`src/rtl/alu_pkg.sv`:
```
// Shared definitions for the ALU and the multicycle units built around it.
//   ALU_ADD / ALU_SLT / ALU_OR : opcodes understood by alu_32bit
//   state_t                    : control states of the sequential multiplier
package alu_pkg;

  localparam logic [2:0] ALU_ADD = 3'b000;
  localparam logic [2:0] ALU_SLT = 3'b100;
  localparam logic [2:0] ALU_OR  = 3'b111;

  typedef enum logic [1:0] {
    ST_IDLE = 2'd0,
    ST_RUN  = 2'd1,
    ST_DONE = 2'd2
  } state_t;

endpackage

```
`src/rtl/alu_32bit.sv`:
```
// Purely combinational 32-bit ALU.
//   a, b   : operands
//   Aluop  : operation select (ALU_ADD, ALU_SLT, ALU_OR; anything else yields 0)
//   cin    : carry-in, used by ADD only
//   R      : result
//   S      : sign of the result (R[31])
//   V      : signed overflow of ADD
//   cout   : carry-out of ADD
module alu_32bit
  import alu_pkg::*;
(
  input  logic [31:0] a,
  input  logic [31:0] b,
  input  logic [2:0]  Aluop,
  input  logic        cin,
  output logic [31:0] R,
  output logic        S,
  output logic        V,
  output logic        cout
);

  logic [32:0] sum;

  assign sum = {1'b0, a} + {1'b0, b} + {32'b0, cin};

  always_comb begin
    R    = '0;
    V    = 1'b0;
    cout = 1'b0;
    case (Aluop)
      ALU_ADD: begin
        R    = sum[31:0];
        cout = sum[32];
        // Overflow when both operands share a sign the result does not.
        V    = (a[31] == b[31]) && (sum[31] != a[31]);
      end
      ALU_SLT: R = {31'b0, ($signed(a) < $signed(b))};
      ALU_OR:  R = a | b;
      default: R = '0;
    endcase
    S = R[31];
  end

endmodule

```
`src/rtl/mult32_seq.sv`:
```
// Sequential unsigned shift-add multiplier, one ALU addition per cycle.
//   clk     : clock, rising edge
//   rst_n   : asynchronous active-low reset, discards any operation in flight
//   start   : request; only looked at while idle
//   a, b    : multiplicand / multiplier, captured when start is accepted
//   busy    : high during the 32 iteration cycles
//   done    : one-cycle pulse when product becomes valid
//   product : a*b, held until the next completed multiply
module mult32_seq
  import alu_pkg::*;
#(
  parameter int WIDTH = 32  // the ALU instance fixes this at 32
) (
  input  logic                 clk,
  input  logic                 rst_n,
  input  logic                 start,
  input  logic [WIDTH-1:0]     a,
  input  logic [WIDTH-1:0]     b,
  output logic                 busy,
  output logic                 done,
  output logic [2*WIDTH-1:0]   product
);

  state_t               state_reg, state_next;
  logic [WIDTH-1:0]     mcand_reg, mcand_next;
  // acc = {carry, hi, lo}; lo starts as the multiplier and is shifted out
  // one bit per iteration while partial sums shift in from hi.
  logic [2*WIDTH:0]     acc_reg, acc_next;
  logic [5:0]           cnt_reg, cnt_next;
  logic [2*WIDTH-1:0]   product_reg, product_next;

  logic [WIDTH-1:0]     alu_r;
  logic                 alu_cout;
  logic                 alu_s;
  logic                 alu_v;
  logic                 unused_alu_flags;

  assign unused_alu_flags = alu_s ^ alu_v;

  alu_32bit u_alu (
    .a     (acc_reg[2*WIDTH-1:WIDTH]),
    .b     (mcand_reg),
    .Aluop (ALU_ADD),
    .cin   (1'b0),
    .R     (alu_r),
    .S     (alu_s),
    .V     (alu_v),
    .cout  (alu_cout)
  );

  always_comb begin
    state_next   = state_reg;
    mcand_next   = mcand_reg;
    acc_next     = acc_reg;
    cnt_next     = cnt_reg;
    product_next = product_reg;
    case (state_reg)
      ST_IDLE: begin
        if (start) begin
          mcand_next = a;
          acc_next   = {1'b0, {WIDTH{1'b0}}, b};
          cnt_next   = '0;
          state_next = ST_RUN;
        end
      end
      ST_RUN: begin
        // The ALU carry becomes the top bit of the shifted accumulator, so
        // hi+mcand never loses its 33rd bit.
        if (acc_reg[0]) begin
          acc_next = {alu_cout, alu_r, acc_reg[WIDTH-1:1]};
        end else begin
          acc_next = {1'b0, acc_reg[2*WIDTH-1:WIDTH], acc_reg[WIDTH-1:1]};
        end
        cnt_next = cnt_reg + 6'd1;
        if (cnt_reg == 6'(WIDTH - 1)) begin
          state_next   = ST_DONE;
          // Capture the final accumulator on entry to DONE so product is
          // already valid in the same cycle that done pulses.
          product_next = acc_next[2*WIDTH-1:0];
        end
      end
      ST_DONE: state_next = ST_IDLE;
      default: state_next = ST_IDLE;
    endcase
  end

  always_ff @(posedge clk or negedge rst_n) begin
    if (!rst_n) begin
      state_reg   <= ST_IDLE;
      mcand_reg   <= '0;
      acc_reg     <= '0;
      cnt_reg     <= '0;
      product_reg <= '0;
    end else begin
      state_reg   <= state_next;
      mcand_reg   <= mcand_next;
      acc_reg     <= acc_next;
      cnt_reg     <= cnt_next;
      product_reg <= product_next;
    end
  end

  // Decoded straight from the state register so reset clears them at once.
  assign busy    = (state_reg == ST_RUN);
  assign done    = (state_reg == ST_DONE);
  assign product = product_reg;

endmodule

```
`config.mk`:
```
export PLATFORM = sky130hd
export DESIGN_NAME = mult32_seq
export DESIGN_NICKNAME = d
export VERILOG_FILES = /design/src/rtl/alu_pkg.sv /design/src/rtl/alu_32bit.sv /design/src/rtl/mult32_seq.sv
export SDC_FILE = /design/constraint.sdc
export NUM_CORES = 1
export LEC_CHECK = 0
export BUFFER_PORTS_ARGS = -buffer_cell sky130_fd_sc_hd__buf_2
export CORE_MARGIN = 4
export CORE_UTILIZATION = 62
export DETAILED_ROUTE_END_ITERATION = 7
export MAX_ROUTING_LAYER = met4
export PLACE_DENSITY = 0.86
export SYNTH_ARGS = -nofsm -noshare
export SYNTH_HDL_FRONTEND = slang
export SYNTH_SLANG_ARGS = --single-unit
```
`constraint.sdc`:
```
create_clock -name clk -period 5.2 [get_ports clk]
set_clock_uncertainty 0.1 [all_clocks]
set_input_delay 1.04 -clock clk [delete_from_list [all_inputs] [get_ports clk]]
set_output_delay 1.04 -clock clk [all_outputs]
set_load 0.1 [all_outputs]
```
[After elaboration in Yosys (flattened, before gate mapping)]
Index checks and enable logic that the tools add are counted.
Word-level totals
  register bits after elaboration: 168
  output and inout port bits: 66
Operators by class
  add/sub/neg operators: 2
  equal/unequal tests: 5
  muxes and demuxes: 8
  reductions and logical operators: 6
Operators with widths (count)
  two-way mux 64 bit: 2
  case mux 64 bit (2 select lines): 1
  adder 32 x 32 -> 33 bit: 1
  case mux 6 bit (2 select lines): 1
  AND reduction 2 bit: 4
  adder 6 x 1 -> 6 bit, second input constant: 1
  == test 6 x 5 -> 1 bit, second input constant: 1
  two-way mux 6 bit: 1
  two-way mux 2 bit: 2
  case mux 2 bit (2 select lines): 1
  == test 2 x 1 -> 1 bit, second input constant: 1
  == test 2 bit, second input constant: 1
  logical NOT 2 bit: 1
  inequality test 2 x 1 -> 1 bit, second input constant: 1
  inequality test 2 bit, second input constant: 1
  nonzero test 2 bit: 1

[Longest topological paths before layout]
Gate-level depths: netlist (run 1).
  depth in word-level cells: 3
  gate-level depth with buffers: 10

[Modules after synthesis]
A second synthesis (run 1) with hierarchy kept.
Second synthesis, totals
  cell total of the unflattened synthesis: 1078
  area, all modules: 10603.9 um^2
By module, submodules not included
  mult32_seq: times used 1, cells an instance 557, area an instance 6999.2 um^2
  alu_32bit: times used 1, cells an instance 521, area an instance 3604.7 um^2

[Worst setup path before layout (run 1)]
Ideal clock, no wire load.
  kind: register to output
  from: register state_reg[1]
  to: output done
  arrival: 2.212 ns
  slack: 1.848 ns
  cell stages (with the launch flop): 4
  path buffers: 2
  path through: dfrtp_1 > clkbuf_1 > clkbuf_1 > nor2b_1
On the way
  cells in the longest elaborated chain, start to end: 1
RTL lines
  start, declared: RTL line mult32_seq.sv:24  | state_t state_reg, state_next;
  start signal, assigned: RTL line mult32_seq.sv:95  | state_reg <= state_next;
  == test 2 bit: RTL line mult32_seq.sv:105  | assign done = (state_reg == ST_DONE);
  end, declared: RTL line mult32_seq.sv:20  | output logic done,
Every way passes these cells.

[Worst setup path after layout (run 1)]
  from: register state_reg[0]
  to: output busy
On the way
  cells in the longest elaborated chain, start to end: 1
RTL lines
  == test 2 x 1 -> 1 bit: RTL line mult32_seq.sv:104  | assign busy = (state_reg == ST_RUN);
  end, declared: RTL line mult32_seq.sv:19  | output logic busy,
Every way passes these cells.

==> impl_metrics.yaml, run 1 <==
setup_path:
  regToRegEndpoint: "product[63]"
  startpoint_type: "flip-flop"
  r2r_cells: 10
  end_kind: "output port"
  critPathLaunch: "state_reg[0]"
  crit_fanout: 48
  crit_required_ns: 4.06
  r2r-start: "state_reg[0]"
  critPathKind: "flip-flop to output port"
  r2r_slack_ns: 1.76
  cp_data_arrival_time_ns: 2.58
  endpoint: "busy"
clocking:
  htreeDepth: 4
  clk_pin_slew_ns: 0.07
  post_cts_resized: 0
  cts_setup_buffers: 0
  cts_max_path_buffers: 2
  clk_latency_ns: 0.44
  numCtsBuffers: 17
  clockRootBuffer: "clkbuf_16"
  cts_tree: "built"
  cts_hold_buf: 0
  cts_sinks: 168
yosys:
  ys_ff_latch: 168
  ys_async_sr_fraction_pct: 100
  synth_edf_count: 0
  syn_avg_cell_area_sq_um: 9.56
  yosysSeqAreaShare_pct: 47.8
  synth_compound_area_share_pct: 19.1
  synth_ff_type: "dfrtp_1"
  yosysUniqueCellTypes: 59
  syn-num-nets: 1020
  synthCells: 919
  syn_area_sq_mm: 0.00879
  synth_top_family_by_area: "compound AO/OA/AOI/OAI gates"
  synthAdderAreaFrac_pct: 4.93
  yosys_warnings: 0
  yosys.area_share.xor_xnor_pct: 2.89
  synth-simple-area-share_pct: 14.1
  synthMuxAreaShare_pct: 7.79
timing:
  relSlewSlack_pct: 19.6
  rsz0062_at_grt: "no"
  setup_slack_ns: 1.48
  tightest_slew_ns: 1.20
  tns_ns: 0
  drv_slew: 0
  setup_viol: 0
  clock.fmax_ghz: 0.269
  period_needed_ns: 3.72
  finalHoldViolCount: 0
  fin_crit_sh_pct: 71.5
  fin_hold_ws_ns: 0.371
floorplan:
  rows: 43
  io_pins: 133
  core_area_sq_mm: 0.0139
  die_w_um: 127
  initial_utilization_pct: 63.3
  dieArea_sq_mm: 0.0161
  die_h_um: 127
global_routing:
  overflow: 0
  grt_pass1_wl_um: 35700
  grt_pass1_vias: 7245
  grt_max_degree: 103
  antenna_found_initial: 0
  track_usage_pct: 28.2
route:
  drt_iter0_markers: 638
  vias: 7363
  dr.pass1.iters: 5
  wl_um: 21300
  via_per_inst: 6.07
  ant_nets: 0
  route.detailed.drc: 0
  routedWlPerCell_um: 17.5
final_layout:
  fin_cells: 1214
  antennaDiodeCount: 0
  layout-drive-gt1-share_pct: 22.1
  fillCellCount: 1038
  area_growth_pct: 15.4
  nNetsFinal: 1122
placement:
  hpwl_um: 13800
  numPortBuffers: 132
  routabilityCongestion: 0.946
  dp_slack_ns: 1.83
  placedCellCount: 1182
run:
  maxCapViolCount: 0
min_path:
  min_path_type: "flip-flop to flip-flop"
outcome:
  status: "complete, no violations"
stage by stage:
step / instance area (sq um) / utilization [%]
finish: 10100 / 73.0
global route: 10100 / 73.0
CTS: 10100 / 73.0
detailed placement: 9540 / 68.7
global placement: 9540 / 68.7
floorplan: 8790 / -
kinds of logic (layout without fill, tap and decap cells):
| family | after synthesis | count (layout) |
|---|---|---|
| buf+inv | 75 | 190 |
| fa+ha+maj | 34 | 34 |
| flops | 168 | 168 |
| simple gates | 279 | 279 |
| mux | 63 | 63 |
| xor+xnor | 29 | 29 |
| compound gates | 271 | 271 |
metal layers:
layer	share of wire (%)	wire length, um	up-vias	track usage [%]
met5	0	0	-	-
met1	44	9380	3609	37.5
met2	48	10200	256	43.5
li1	-	-	3455	-
met3	6.0	1280	43	6.77
met4	2.1	454	0	8.58
layout by cell type (no fill, tap or decap), types with 9 or more instances in the layout:
| cell type | synthesis | routed |
|---|---|---|
| a21oi_1 | 70 | 70 |
| ha_1 | 33 | 33 |
| buf_2 | 3 | 131 |
| and3_1 | 9 | 9 |
| nor2b_1 | 37 | 36 |
| nand3_1 | 10 | 10 |
| mux2_2 | 39 | 39 |
| mux2i_1 | 23 | 23 |
| inv_1 | 15 | 14 |
| o21ai_0 | 99 | 99 |
| nor2_1 | 30 | 29 |
| clkbuf_16 | 0 | 17 |
| dfrtp_1 | 168 | 168 |
| a22oi_1 | 31 | 31 |
| nand2_1 | 170 | 169 |
| xor2_1 | 12 | 12 |
| xnor2_1 | 17 | 17 |
| buf_4 | 0 | 11 |
| a21o_1 | 15 | 15 |
cell usage after synthesis (3+ instances only):
library cell | instances | area (sq um)
a211oi_1 | 4 | 30.0
a21o_1 | 15 | 113
a21oi_1 | 70 | 350
a22o_1 | 6 | 52.6
a22oi_1 | 31 | 233
a31oi_1 | 7 | 43.8
a32oi_1 | 3 | 26.3
and3_1 | 9 | 56.3
buf_1 | 10 | 37.5
buf_2 | 3 | 15.0
clkbuf_1 | 46 | 173
dfrtp_1 | 168 | 4200
ha_1 | 33 | 413
inv_1 | 15 | 56.3
mux2_2 | 39 | 439
mux2i_1 | 23 | 230
nand2_1 | 170 | 638
nand2b_1 | 4 | 25.0
nand3_1 | 10 | 50.1
nand4_1 | 8 | 50.1
nor2_1 | 30 | 113
nor2b_1 | 37 | 231
nor3_1 | 3 | 15.0
o211ai_1 | 5 | 37.5
o21ai_0 | 99 | 495
o21bai_1 | 3 | 22.5
o221ai_1 | 3 | 26.3
xnor2_1 | 17 | 149
xor2_1 | 12 | 105
area by class of cell:
type	count	area, sq um	area share [%]
multi-input cells	676	4300	42.4
flip-flops and latches	168	4200	41.5
repair buffers	143	749	7.39
clock buffers	18	439	4.33
well taps	180	225	2.22
clock inverters	14	161	1.59
inverters	15	56.3	0.555
worst min path at each step:
stage / from / end / slack (ns) / cells past startpoint
floorplan: cnt_reg[5] / cnt_reg[5] / 0.34 / 1
global placement: product[18] / product[18] / 0.35 / 2
detailed placement: product[21] / product[21] / 0.36 / 2
CTS: product[7] / product[7] / 0.37 / 2
global route: product[16] / product[16] / 0.39 / 2
finish: product[7] / product[7] / 0.37 / 2
critical path, cell delays in order (launching register included):
cell	delay [ns]
dfrtp_1	0.32
buf_4	0.34
nand2b_1	0.09
buf_4	0.26
inv_1	0.08
buf_4	0.46
buf_2	0.54
Power of run 1 is left out: the tool's default activity adds up to more than one toggle a clock period on the data nets, which glitch-free logic cannot reach.
==> run 2: changes to the inputs <==
- ABC_AREA: unset -> 1
- CORE_UTILIZATION: 62 -> 53
- PLACE_DENSITY: 0.86 -> 0.78
- clock period: 5.2 -> 3.2 ns (I/O delays scaled with it)
==> run 2 against run 1 <==
Largest cell class unchanged. Final cell count increased by 32%. Non-clock buffer count unchanged. Setup slack worse by 0.92 ns. First-iteration DRC count up 10%. Critical endpoint unchanged. Synthesized cell count grew 36%. Utilization down 11 points. Sequential share of layout area down 2.4 points. Flip-flop and latch count is the same. Count of clock-buffer cells in the layout decreased by 1. Via count up 12%. Hold slack worse by 0.29 ns.
==> impl_metrics.yaml, run 2 <==
outcome:
  status: "complete, no violations"
clocking:
  clockRootBuffer: "clkbuf_16"
  numCtsBuffers: 17
  htreeDepth: 4
  cts_tree: "built"
  clk_pin_slew_ns: 0.07
  cts_setup_buffers: 0
  cts_sinks: 168
  cts_max_path_buffers: 2
  clk_latency_ns: 0.45
  cts_hold_buf: 0
  post_cts_resized: 0
placement:
  hpwl_um: 17700
  placed_cell_area_sq_mm: 0.0102
  numPortBuffers: 132
  routabilityCongestion: 0.972
  dp_slack_ns: 0.799
setup_path:
  path_cells: "inv_2 -> nand2_2 -> inv_2 -> buf_2"
  end_kind: "output port"
  critPathBufInv: 3
  critPathKind: "flip-flop to output port"
  startpoint_type: "flip-flop"
  crit_fanout: 21
  cp_data_arrival_time_ns: 1.89
  crit_required_ns: 2.46
  cp_top_family: "buffers and inverters"
  crit_path_max_incr_delay_ns: 0.55
  crit_top_cell: "inv_2"
  crit_slowest_cell: "buf_2"
yosys:
  synth_ff_type: "dfrtp_1"
  synth-simple-area-share_pct: 29.5
  yosysUniqueCellTypes: 35
  ys_top_cells_by_area: "dfrtp_1, nand2_1, inv_1"
  yosys_warnings: 0
  syn_avg_cell_area_sq_um: 7.51
  syn-num-nets: 1352
  synth_common_cells: "nand2_1, inv_1, dfrtp_1"
  synthMuxAreaShare_pct: 0
  yosysMostFrequentCell: "nand2_1"
  synthAdderAreaFrac_pct: 4.61
  ys_async_sr_fraction_pct: 100
  syn_area_sq_mm: 0.00940
  yosys.area_share.xor_xnor_pct: 1.21
  synth_top_family_by_area: "simple AND/OR/NAND/NOR gates"
  ys_ff_latch: 168
  synth_compound_area_share_pct: 9.84
  yosysTopAreaCell: "dfrtp_1"
  yosysSeqAreaShare_pct: 44.7
  synthCells: 1251
  synth_top_area_share_pct: 44.7
  synth_edf_count: 0
route:
  wl_um: 24300
  routedWlPerCell_um: 15.2
  via_per_inst: 5.15
  drt_iter0_markers: 703
  ant_nets: 0
  route.detailed.drc: 0
  dr.pass1.iters: 5
  vias: 8265
timing:
  relSlewSlack_pct: 53.9
  drv_slew: 0
  setup_slack_ns: 0.567
  rsz0062_at_grt: "no"
  tightest_slew_ns: 0.692
  fin_crit_sh_pct: 82.3
  clock.fmax_ghz: 0.380
  setup_viol: 0
  tns_ns: 0
  period_needed_ns: 2.63
  finalHoldViolCount: 0
floorplan:
  core_area_sq_mm: 0.0174
  initial_utilization_pct: 54.1
  io_pins: 133
  dieArea_sq_mm: 0.0199
  die_h_um: 141
  rows: 48
  die_w_um: 141
global_routing:
  grt_pass1_vias: 8222
  grt_pass1_wl_um: 41100
  grt_max_degree: 68
  track_usage_pct: 26.4
  overflow: 0
  antenna_found_initial: 0
final_layout:
  design_area_sq_mm: 0.0108
  seq_area_sq_mm: 0.00420
  layout-drive-gt1-share_pct: 16.8
  mostFrequentLayoutCells: "nand2_1, inv_1, dfrtp_1"
  nNetsFinal: 1469
  layout_commonest_cell: "nand2_1"
  antennaDiodeCount: 0
  fillCellCount: 1493
  multi_input_area_sq_mm: 0.00425
  area_growth_pct: 14.6
min_path:
  min_path_type: "input port to asynchronous set/reset pin"
run:
  maxCapViolCount: 0
==> run 2: cell types whose count changed in the layout (fill, tap and decap cells not counted), moves of 20 or more <==
| cell | change |
|---|---|
| o21ai_0 | -73 |
| inv_1 | +154 |
| mux2i_1 | -23 |
| a21oi_1 | -48 |
| mux2_2 | -39 |
| nor2b_1 | -36 |
| o21ai_1 | +20 |
| o221ai_1 | +24 |
| a22oi_1 | -27 |
| nand2_1 | +339 |
| o21ai_2 | +28 |
| nand3_1 | +84 |
==> run 2: layout make-up <==
| cell class | count | area share, % |
|---|---|---|
| Tap cell | 225 | 2.61 |
| Clock inverter | 15 | 1.61 |
| Inverter | 174 | 6.07 |
| Sequential cell | 168 | 39.0 |
| Multi-Input combinational cell | 864 | 39.4 |
| Clock buffer | 17 | 3.95 |
| Timing Repair Buffer | 143 | 7.31 |
==> run 2: kinds of logic (layout without fill, tap and decap cells) <==
group                    count (synthesis)  after routing
flip-flops                             168            168
adder cells (fa/ha/maj)                 34             34
buffers and inverters                  219            349
XOR/XNOR                                13             13
AO/OA/AOI/OAI                          137            137
AND/OR/NAND/NOR                        680            680
==> run 2: worst paths after layout <==
kind                               from            to  slack, ns  depth (start not counted)
setup reg to reg           state_reg[1]   acc_reg[45]       0.77                          9
min in group clk                   a[6]  mcand_reg[6]       0.29                          3
hold / removal                    rst_n  mcand_reg[9]       0.08                          1
max in group asynchronous         rst_n   product[57]       2.18                          2
setup / recovery           state_reg[1]          busy       0.57                          4
hold reg to reg             product[57]   product[57]       0.38                          2
==> run 2: metrics by stage <==
| step | hold WS [ns] | utilization, % | instances |
|---|---|---|---|
| after global routing | 0.135 | 62.1 | 1606 |
| final | 0.0850 | 62.1 | 1606 |
| after detailed placement | 0.363 | 58.6 | 1574 |
| after CTS | 0.101 | 62.1 | 1606 |
| after global placement | 0.363 | 58.6 | 1574 |
| after floorplan | 0.244 | - | 1251 |
==> run 2: per-layer routing <==
metal / global-route usage [%] / vias up / part of all wire [%]
li1: - / 4173 / -
met5: - / - / 0
met4: 8.92 / 0 / 2.4
met3: 4.61 / 39 / 5.6
met2: 39.8 / 238 / 45
met1: 36.4 / 3815 / 47
Power of run 2 is left out for the same reason.
